===== src/rtl/mc_ctrl_pkg.sv =====
// Shared encodings for the multi-cycle MIPS main control FSM: opcodes,
// state numbers and the multi-bit datapath select fields.
package mc_ctrl_pkg;

   localparam logic [5:0] OP_RTYPE = 6'b000000;
   localparam logic [5:0] OP_LW    = 6'b100011;
   localparam logic [5:0] OP_SW    = 6'b101011;
   localparam logic [5:0] OP_BEQ   = 6'b000100;
   localparam logic [5:0] OP_ADDI  = 6'b001000;
   localparam logic [5:0] OP_J     = 6'b000010;
   localparam logic [5:0] OP_BNE   = 6'b000101;

   typedef enum logic [3:0] {
      ST_IF   = 4'd0,
      ST_ID   = 4'd1,
      ST_MADR = 4'd2,
      ST_MRD  = 4'd3,
      ST_MWB  = 4'd4,
      ST_MWR  = 4'd5,
      ST_REX  = 4'd6,
      ST_RWB  = 4'd7,
      ST_BEQ  = 4'd8,
      ST_JMP  = 4'd9,
      ST_AEX  = 4'd10,
      ST_AWB  = 4'd11,
      ST_BNE  = 4'd12
   } state_e;

   localparam logic [1:0] SRCB_B      = 2'b00;
   localparam logic [1:0] SRCB_FOUR   = 2'b01;
   localparam logic [1:0] SRCB_IMM    = 2'b10;
   localparam logic [1:0] SRCB_IMM_SH = 2'b11;

   localparam logic [1:0] ALUOP_ADD   = 2'b00;
   localparam logic [1:0] ALUOP_SUB   = 2'b01;
   localparam logic [1:0] ALUOP_FUNCT = 2'b10;

   localparam logic [1:0] PCSRC_ALU    = 2'b00;
   localparam logic [1:0] PCSRC_ALUOUT = 2'b01;
   localparam logic [1:0] PCSRC_JUMP   = 2'b10;

endpackage


===== src/rtl/mc_ctrl_fsm.sv =====
// Moore main-control FSM for the multi-cycle MIPS datapath.
// Define MC_CTRL_BNE_EN to add BNE decode (state 12) and the PCWriteCondNe port.
module mc_ctrl_fsm
   import mc_ctrl_pkg::*;
#(
   parameter int OP_W = 6,
   parameter int ST_W = 4
) (
   input  logic            clk,
   input  logic            rst,
   input  logic [OP_W-1:0] op,
   input  logic            mem_ready,
   output logic            PCWrite,
   output logic            PCWriteCond,
`ifdef MC_CTRL_BNE_EN
   output logic            PCWriteCondNe,
`endif
   output logic            IorD,
   output logic            MemRead,
   output logic            MemWrite,
   output logic            IRWrite,
   output logic            MemtoReg,
   output logic            RegDst,
   output logic            RegWrite,
   output logic            ALUSrcA,
   output logic [1:0]      ALUSrcB,
   output logic [1:0]      ALUOp,
   output logic [1:0]      PCSource,
   output logic [ST_W-1:0] state,
   output logic            illegal_op
);

   state_e state_q, state_d;

   always_ff @(posedge clk) begin
      if (!rst) state_q <= ST_IF;
      else      state_q <= state_d;
   end

   assign state = ST_W'(state_q);

   always_comb begin
      state_d     = state_q;
      PCWrite     = 1'b0;
      PCWriteCond = 1'b0;
`ifdef MC_CTRL_BNE_EN
      PCWriteCondNe = 1'b0;
`endif
      IorD        = 1'b0;
      MemRead     = 1'b0;
      MemWrite    = 1'b0;
      IRWrite     = 1'b0;
      MemtoReg    = 1'b0;
      RegDst      = 1'b0;
      RegWrite    = 1'b0;
      ALUSrcA     = 1'b0;
      ALUSrcB     = SRCB_B;
      ALUOp       = ALUOP_ADD;
      PCSource    = PCSRC_ALU;
      illegal_op  = 1'b0;

      case (state_q)
         ST_IF: begin
            MemRead = 1'b1;
            ALUSrcB = SRCB_FOUR;
            IRWrite = mem_ready;
            PCWrite = mem_ready;
            if (mem_ready) state_d = ST_ID;
         end
         ST_ID: begin
            // Speculatively compute the branch target into ALUOut.
            ALUSrcB = SRCB_IMM_SH;
            case (op)
               OP_LW, OP_SW: state_d = ST_MADR;
               OP_RTYPE:     state_d = ST_REX;
               OP_BEQ:       state_d = ST_BEQ;
               OP_J:         state_d = ST_JMP;
               OP_ADDI:      state_d = ST_AEX;
`ifdef MC_CTRL_BNE_EN
               OP_BNE:       state_d = ST_BNE;
`endif
               default: begin
                  state_d    = ST_IF;
                  illegal_op = 1'b1;
               end
            endcase
         end
         ST_MADR: begin
            ALUSrcA = 1'b1;
            ALUSrcB = SRCB_IMM;
            if (op == OP_LW)      state_d = ST_MRD;
            else if (op == OP_SW) state_d = ST_MWR;
            else                  state_d = ST_IF;
         end
         ST_MRD: begin
            MemRead = 1'b1;
            IorD    = 1'b1;
            if (mem_ready) state_d = ST_MWB;
         end
         ST_MWB: begin
            RegWrite = 1'b1;
            MemtoReg = 1'b1;
            state_d  = ST_IF;
         end
         ST_MWR: begin
            MemWrite = 1'b1;
            IorD     = 1'b1;
            if (mem_ready) state_d = ST_IF;
         end
         ST_REX: begin
            ALUSrcA = 1'b1;
            ALUOp   = ALUOP_FUNCT;
            state_d = ST_RWB;
         end
         ST_RWB: begin
            RegWrite = 1'b1;
            RegDst   = 1'b1;
            state_d  = ST_IF;
         end
         ST_BEQ: begin
            ALUSrcA     = 1'b1;
            ALUOp       = ALUOP_SUB;
            PCWriteCond = 1'b1;
            PCSource    = PCSRC_ALUOUT;
            state_d     = ST_IF;
         end
         ST_JMP: begin
            PCWrite  = 1'b1;
            PCSource = PCSRC_JUMP;
            state_d  = ST_IF;
         end
         ST_AEX: begin
            ALUSrcA = 1'b1;
            ALUSrcB = SRCB_IMM;
            state_d = ST_AWB;
         end
         ST_AWB: begin
            RegWrite = 1'b1;
            state_d  = ST_IF;
         end
`ifdef MC_CTRL_BNE_EN
         ST_BNE: begin
            ALUSrcA       = 1'b1;
            ALUOp         = ALUOP_SUB;
            PCWriteCondNe = 1'b1;
            PCSource      = PCSRC_ALUOUT;
            state_d       = ST_IF;
         end
`endif
         // Encodings with no decode recover to fetch with all strobes low.
         default: state_d = ST_IF;
      endcase
   end

endmodule


===== config.mk =====
export PLATFORM = sky130hd
export DESIGN_NAME = mc_ctrl_fsm
export DESIGN_NICKNAME = d
export VERILOG_FILES = /design/src/rtl/mc_ctrl_pkg.sv /design/src/rtl/mc_ctrl_fsm.sv
export SDC_FILE = /design/constraint.sdc
export NUM_CORES = 1
export LEC_CHECK = 0
export CAP_MARGIN = 25
export CORE_UTILIZATION = 34
export DETAILED_ROUTE_END_ITERATION = 16
export GPL_TIMING_DRIVEN = 0
export PLACE_DENSITY = 0.7
export SLEW_MARGIN = 20
export SYNTH_ARGS = -nofsm -noshare
export SYNTH_HDL_FRONTEND = slang
export SYNTH_SLANG_ARGS = --single-unit

===== constraint.sdc =====
create_clock -name clk -period 3.9 [get_ports clk]
set_input_delay 0.39 -clock clk [delete_from_list [all_inputs] [get_ports clk]]
set_output_delay 0.39 -clock clk [all_outputs]
set_load 0.02 [all_outputs]

==> impl_results.md, run 1 <==
* Worst EP required at 3.51 ns
* Via density at 5.81
* Diodes inserted at 0
* Fin. Hold Viols at 0
* GRT overflow at 0
* Mapped Cells at 81
* Post-CTS setup buffers at 0
* Die W at 42.1 um
* Final setup viols at 0
* Total Routed Length at 1680 um
* Commonest cells after routing, fill and taps aside: clkdlybuf4s50_1 (29), nor3_1 (7), nor2_1 (7)
* Global Route Usage Sum at 20.5%
* Slew @ Worst Pin at 0.471 ns
* Critical Path AT at 2.46 ns
* Slew Limit Fails at 0
* Synth top area share at 14.7%
* Routed Antenna Nets at 0
* RSZ-0062 raised after global routing: no
* Vias in the first global route at 642
* Dpl hpwl at 1270 um
* Post-synthesis sequential area ratio at 14.7%
* MaxCap Viol Count at 0
* CTS root buffer: clkbuf_4
* Status: finished, final reports clean
* Antenna violations before repair at 0
* CTS tree: done
* Avg Cell Area, Syn at 6.73 um2
* H-tree depth at 1
* Largest net degree at the start of global routing at 11
* Die area at 1770 um2
* DR pass1 iterations at 4
* Rel. slew slack at 68.6%
* Clock slew at reported path FFs at 0.03 ns
* Core Rows at 14
* Vias at 750
* Synth top area cells: dfxtp_1 (15%), nor3_1 (6.4%), nand2b_1 (5.7%), o22ai_1 (5.7%), nor2_1 (4.8%)
* Worst vdd ir at 162 uV
* Synth unique cells at 39
* Sink Count at 4
* First-pass GRT wire length at 2860 um
* Inserted Clock Buffers at 3
* Layout area overhead at 61.0%
* Starting DRT DRC Count at 14
* Power density over the cells at 181 nW/um2
* CP startpoint kind: input pin
* Post-Syn Area at 546 um2
* Hold_ws at 0.789 ns
* FMAX at 351 MHz
* Leakage at 0.308 nW
* Clk_lat worst skew at 0.22 ns
* CTS resizes at 0
* Crit. End Element: output port
* Crit path time final at 2.85 ns
* Final layout net count at 124
* Most common cell after layout, fill and taps aside: clkdlybuf4s50_1
* Yosys warns at 0
* DIE HEIGHT at 42.1 um
* Cts hold-fix bufs at 0
* Crit path max fanout at 6
* #FFs+latches synth at 4
* Yosys top cell by area: dfxtp_1
* DRC errors left at 0
* Core area at 1510 um2
* Crit Path Class: input pin to output port
* Routed len/inst at 13.0 um
* Layout cell share with drive strength beyond 1 at 7.96%
* Setup tns final at 0 ns
* Max reg flops at 4
* Type of the tightest min-delay check: flip-flop to flip-flop
* Initial Util at 36.2%
* Port Buffers at 29
* I/O pin count at 30
* Pwr Total at 0.000159 W
* RD Place Congestion at 0.848
* CTS max path bufs at 2
* Final worst clock skew at 0.000877 ns
* Syn nets at 90
* Ratio of final minimum period to clock period at 73.1%
[critical path, stage by stage]
cell and delay, ns:
clkdlybuf4s50_1 0.50, or3_1 0.43, or4_4 0.44, nand3_1 0.10, nor4_1 0.05, clkdlybuf4s50_1 0.56
[power breakdown]
| group | switching [W] | total [W] | internal, W | leakage [nW] |
|---|---|---|---|---|
| Combinational | 0.0000353 | 0.0000683 | 0.0000330 | 0.262 |
| Clock | 0.0000135 | 0.0000477 | 0.0000342 | 0.0138 |
| Sequential | 0.000000834 | 0.0000434 | 0.0000425 | 0.0325 |
| Total | 0.0000497 | 0.000159 | 0.000110 | 0.308 |
[worst paths after layout]
path                                   end     start  slack [ns]  depth (start not counted)
worst min-delay path              state[1]  state[3]        0.79                          2
worst max-delay path            illegal_op     op[5]        1.05                          6
worst min register to register    state[1]  state[3]        0.79                          2
worst max register to register    state[0]  state[1]        2.30                          4
[stage by stage]
step	worst slack (ns)	util (%)	instance area, um2	cells
detailed placement	1.07	56.8	856	126
finish	1.05	58.3	878	129
global route	0.978	58.3	878	129
floorplan	1.86	-	546	81
CTS	1.06	58.3	878	129
global placement	1.06	56.8	856	126
[synth_stat cells]
library cell and count:
xor2_1 2, inv_1 1, a21boi_0 1, and2_1 1
a211oi_2 1, xnor2_1 1, nand3_1 3, o21ai_1 1
nor3b_1 1, or2_1 1, dfxtp_1 4, or4_4 1
o21ai_0 2, o21a_1 2, nand2_1 6, nor4_1 1
mux2_1 1, o22ai_1 5, nand4b_1 1, and3_2 1
o221ai_1 1, a21oi_1 3, o2111ai_1 1, nand4_1 1
a32o_1 1, nand2b_1 5, o211a_1 1, or3b_1 1
o211ai_1 1, clkbuf_1 6, nor2_1 7, and3_1 1
nor3_1 7, or3_1 1, buf_4 2, nor2b_1 2
o31ai_1 1, inv_2 1, o32a_1 1
[kinds of logic after synthesis]
group                     count (synthesis)  share of synthesized area, %
AOI/OAI and AO/OA                        22                          29.1
xor gates and xnor gates                  3                          4.82
buffers and inverters                    10                          8.25
DFF                                       4                          14.7
muxes                                     1                          2.06
and+or+nand+nor                          41                          41.1
[layout make-up]
type	instances	area [um2]
Buffer	8	37.5
Clock buffer	3	22.5
Fill cell	156	628
Inverter	2	7.51
Multi-Input combinational cell	67	420
Sequential cell	4	80.1
Tap cell	16	20.0
Timing Repair Buffer	29	290
[routing by layer]
layer  share of wire, %  GRT usage [%]  up-vias
li1                   -              -      370
met1                 44           28.1      337
met2                 48           32.2       41
met3                7.8           3.45        2
met4              0.060           8.13        0
met5                  0              0        -
Power figures use the tool's default switching activity.
==> run 2: changes to the inputs <==
PLACE_DENSITY = 0.73   (was 0.7)
clock period = 2.5 ns   (was 3.9 ns; I/O delays follow)
==> run 2 against run 1 <==
Compared with the run above:
- final cell count is the same
- clock power grew 61%
- global-route usage shrank 1.4 points
- power grew 57%
- cell area grew 0.28%
- combinational power grew 55%
==> impl_results.md, run 2 (synthesis gave the netlist of run 1 again) <==
* I/O pin count at 30 (unchanged)
* Cell area after layout at 881 um2 (was 878 um2)
* Dpl hpwl at 1240 um (was 1270 um)
* Rel. slew slack at 70.7% (was 68.6%)
* Worst vdd ir at 271 uV (was 162 uV)
* Slew @ Worst Pin at 0.439 ns (was 0.471 ns)
* Most common cell after layout, fill and taps aside: clkdlybuf4s50_1 (unchanged)
* Storage cell area at 80.1 um2 (unchanged)
* RD Place Congestion at 0.844 (was 0.848)
* DIE HEIGHT at 42.1 um (unchanged)
* Post-CTS setup buffers at 0 (unchanged)
* Clk_lat worst skew at 0.23 ns (was 0.22 ns)
* GRT overflow at 0 (unchanged)
* Max reg flops at 4 (unchanged)
* Initial Util at 36.2% (unchanged)
* Clock slew at reported path FFs at 0.03 ns (about the same)
* Type of the tightest min-delay check: input pin to flip-flop (was flip-flop to flip-flop)
* Routed Antenna Nets at 0 (unchanged)
* Reg2Reg Depth at 5 (was 4)
* Final worst clock skew at 0.00139 ns (was 0.000877 ns)
* First-pass GRT wire length at 2760 um (was 2860 um)
* FMAX at 426 MHz
* H-tree depth at 1 (unchanged)
* Setup tns final at 0 ns (unchanged)
* Die area at 1770 um2 (unchanged)
* Die W at 42.1 um (unchanged)
* Commonest cells after routing, fill and taps aside: clkdlybuf4s50_1 (28), nor3_1 (7), nor2_1 (7) (was clkdlybuf4s50_1 (29), nor3_1 (7), nor2_1 (7))
* Hold Crit Depth at 3 (was 2)
* CTS tree: done (unchanged)
* MaxCap Viol Count at 0 (unchanged)
* CTS root buffer: clkbuf_4 (unchanged)
* Vias at 737 (was 750)
* HP Start: rst (was state[3])
* Port Buffers at 29 (unchanged)
* Crit. End Element: output port (unchanged)
* Worst setup margin at 0.155 ns (was 1.05 ns)
* Area post-placement at 856 um2 (unchanged)
* Final setup viols at 0 (unchanged)
* Crit path max fanout at 6 (unchanged)
* Hold_ws at 0.701 ns (was 0.789 ns)
* Pwr Total at 0.000250 W (was 0.000159 W)
* Crit Path Class: input pin to output port (unchanged)
* DRC errors left at 0 (unchanged)
* Final layout net count at 124 (unchanged)
* CTS max path bufs at 2 (unchanged)
* Routed len/inst at 12.3 um (was 13.0 um)
* Global Route Usage Sum at 19.2% (was 20.5%)
* Core Rows at 14 (unchanged)
* Status: finished, final reports clean (unchanged)
* Slew Limit Fails at 0 (unchanged)
* Area of the multi-input gates at 420 um2 (unchanged)
* Ratio of final minimum period to clock period at 93.8%
* Largest net degree at the start of global routing at 11 (unchanged)
* Sink Count at 4 (unchanged)
* Crit path time final at 2.35 ns
* Hold Path Sink: state[0] (was state[1])
* Antenna violations before repair at 0 (unchanged)
* Starting DRT DRC Count at 19 (was 14)
* Via density at 5.71 (was 5.81)
* Power density over the cells at 284 nW/um2 (was 181 nW/um2)
* Diodes inserted at 0 (unchanged)
* Fin. Hold Viols at 0 (unchanged)
* Inserted Clock Buffers at 3 (unchanged)
* Layout area overhead at 61.5% (was 61.0%)
* Critical Path AT at 2.10 ns (was 2.46 ns)
* DR pass1 iterations at 4 (unchanged)
* Worst reg-to-reg setup slack at 0.95 ns (was 2.30 ns)
* Vias in the first global route at 621 (was 642)
* R2r endpoint: state[0] (unchanged)
* RSZ-0062 raised after global routing: no (unchanged)
* CP startpoint kind: input pin (unchanged)
* Worst slack at placement at -0.0519 ns (was 1.07 ns)
* Leakage at 0.322 nW (was 0.308 nW)
* Core area at 1510 um2 (unchanged)
* Reg-to-reg startpoint: state[2] (was state[1])
* Worst EP required at 2.25 ns (was 3.51 ns)
* Fill count at 144 (was 156)
* Layout cell share with drive strength beyond 1 at 10.6% (was 7.96%)
* Total Routed Length at 1580 um (was 1680 um)
## run 2: cell count changes in the layout (fill, tap and decap cells not counted), sizes merged
cell and change:
clkdlybuf4s50 -1, dlygate4sd2 +1
## run 2: per-layer routing
layer,vias up,wire [um],GRT usage [%]
li1,370,-,-
met2,36,751,31.9
met1,327,700,26.4
met4,0,29,6.88
met5,-,0,0
met3,4,103,0.862
## run 2: worst max path at each step
stage               startpoint         end  slack (ns)  cells after the start
global route          state[2]    MemWrite        0.03                      5
finish                   op[5]  illegal_op        0.15                      6
CTS                   state[0]    RegWrite        0.09                      5
detailed placement       op[5]  illegal_op       -0.05                      6
global placement         op[5]  illegal_op       -0.06                      6
floorplan             state[2]    ALUOp[0]        0.60                      4
## run 2: per-stage QoR
step / std cells / utilization [%]
2_1_floorplan: 81 / -
3_3_place_gp: 126 / 56.8
3_5_place_dp: 126 / 56.8
4_1_cts: 129 / 58.2
5_1_grt: 129 / 58.5
6_report: 129 / 58.5
## run 2: final cells by class
cell class / instances / share of cell area, %
plain buffers: 8 / 4.69
repair buffers: 29 / 32.8
inverters: 2 / 0.852
flip-flops and latches: 4 / 9.09
clock buffers: 3 / 2.56
multi-input cells: 67 / 47.7
well taps: 16 / 2.27
## run 2: repair_timing
item                                    4_1_cts  5_1_grt
hold buffers                                  0        0
pin swaps                                     0        0
resized for setup                             1        6
endpoints found under the setup margin        1        6
## run 2: where the power goes
| part | internal [W] | total [W] | switching [W] |
|---|---|---|---|
| clock network | 0.0000535 | 0.0000770 | 0.0000235 |
| logic | 0.0000507 | 0.000106 | 0.0000551 |
| registers | 0.0000663 | 0.0000676 | 0.00000127 |
| total | 0.000171 | 0.000250 | 0.0000799 |
## run 2: worst max-delay path, cell delays in order
cell	delay (ns)
clkdlybuf4s50_1	0.50
or3_1	0.43
or4_4	0.44
nand3_1	0.10
nor4_1	0.04
dlygate4sd2_1	0.34
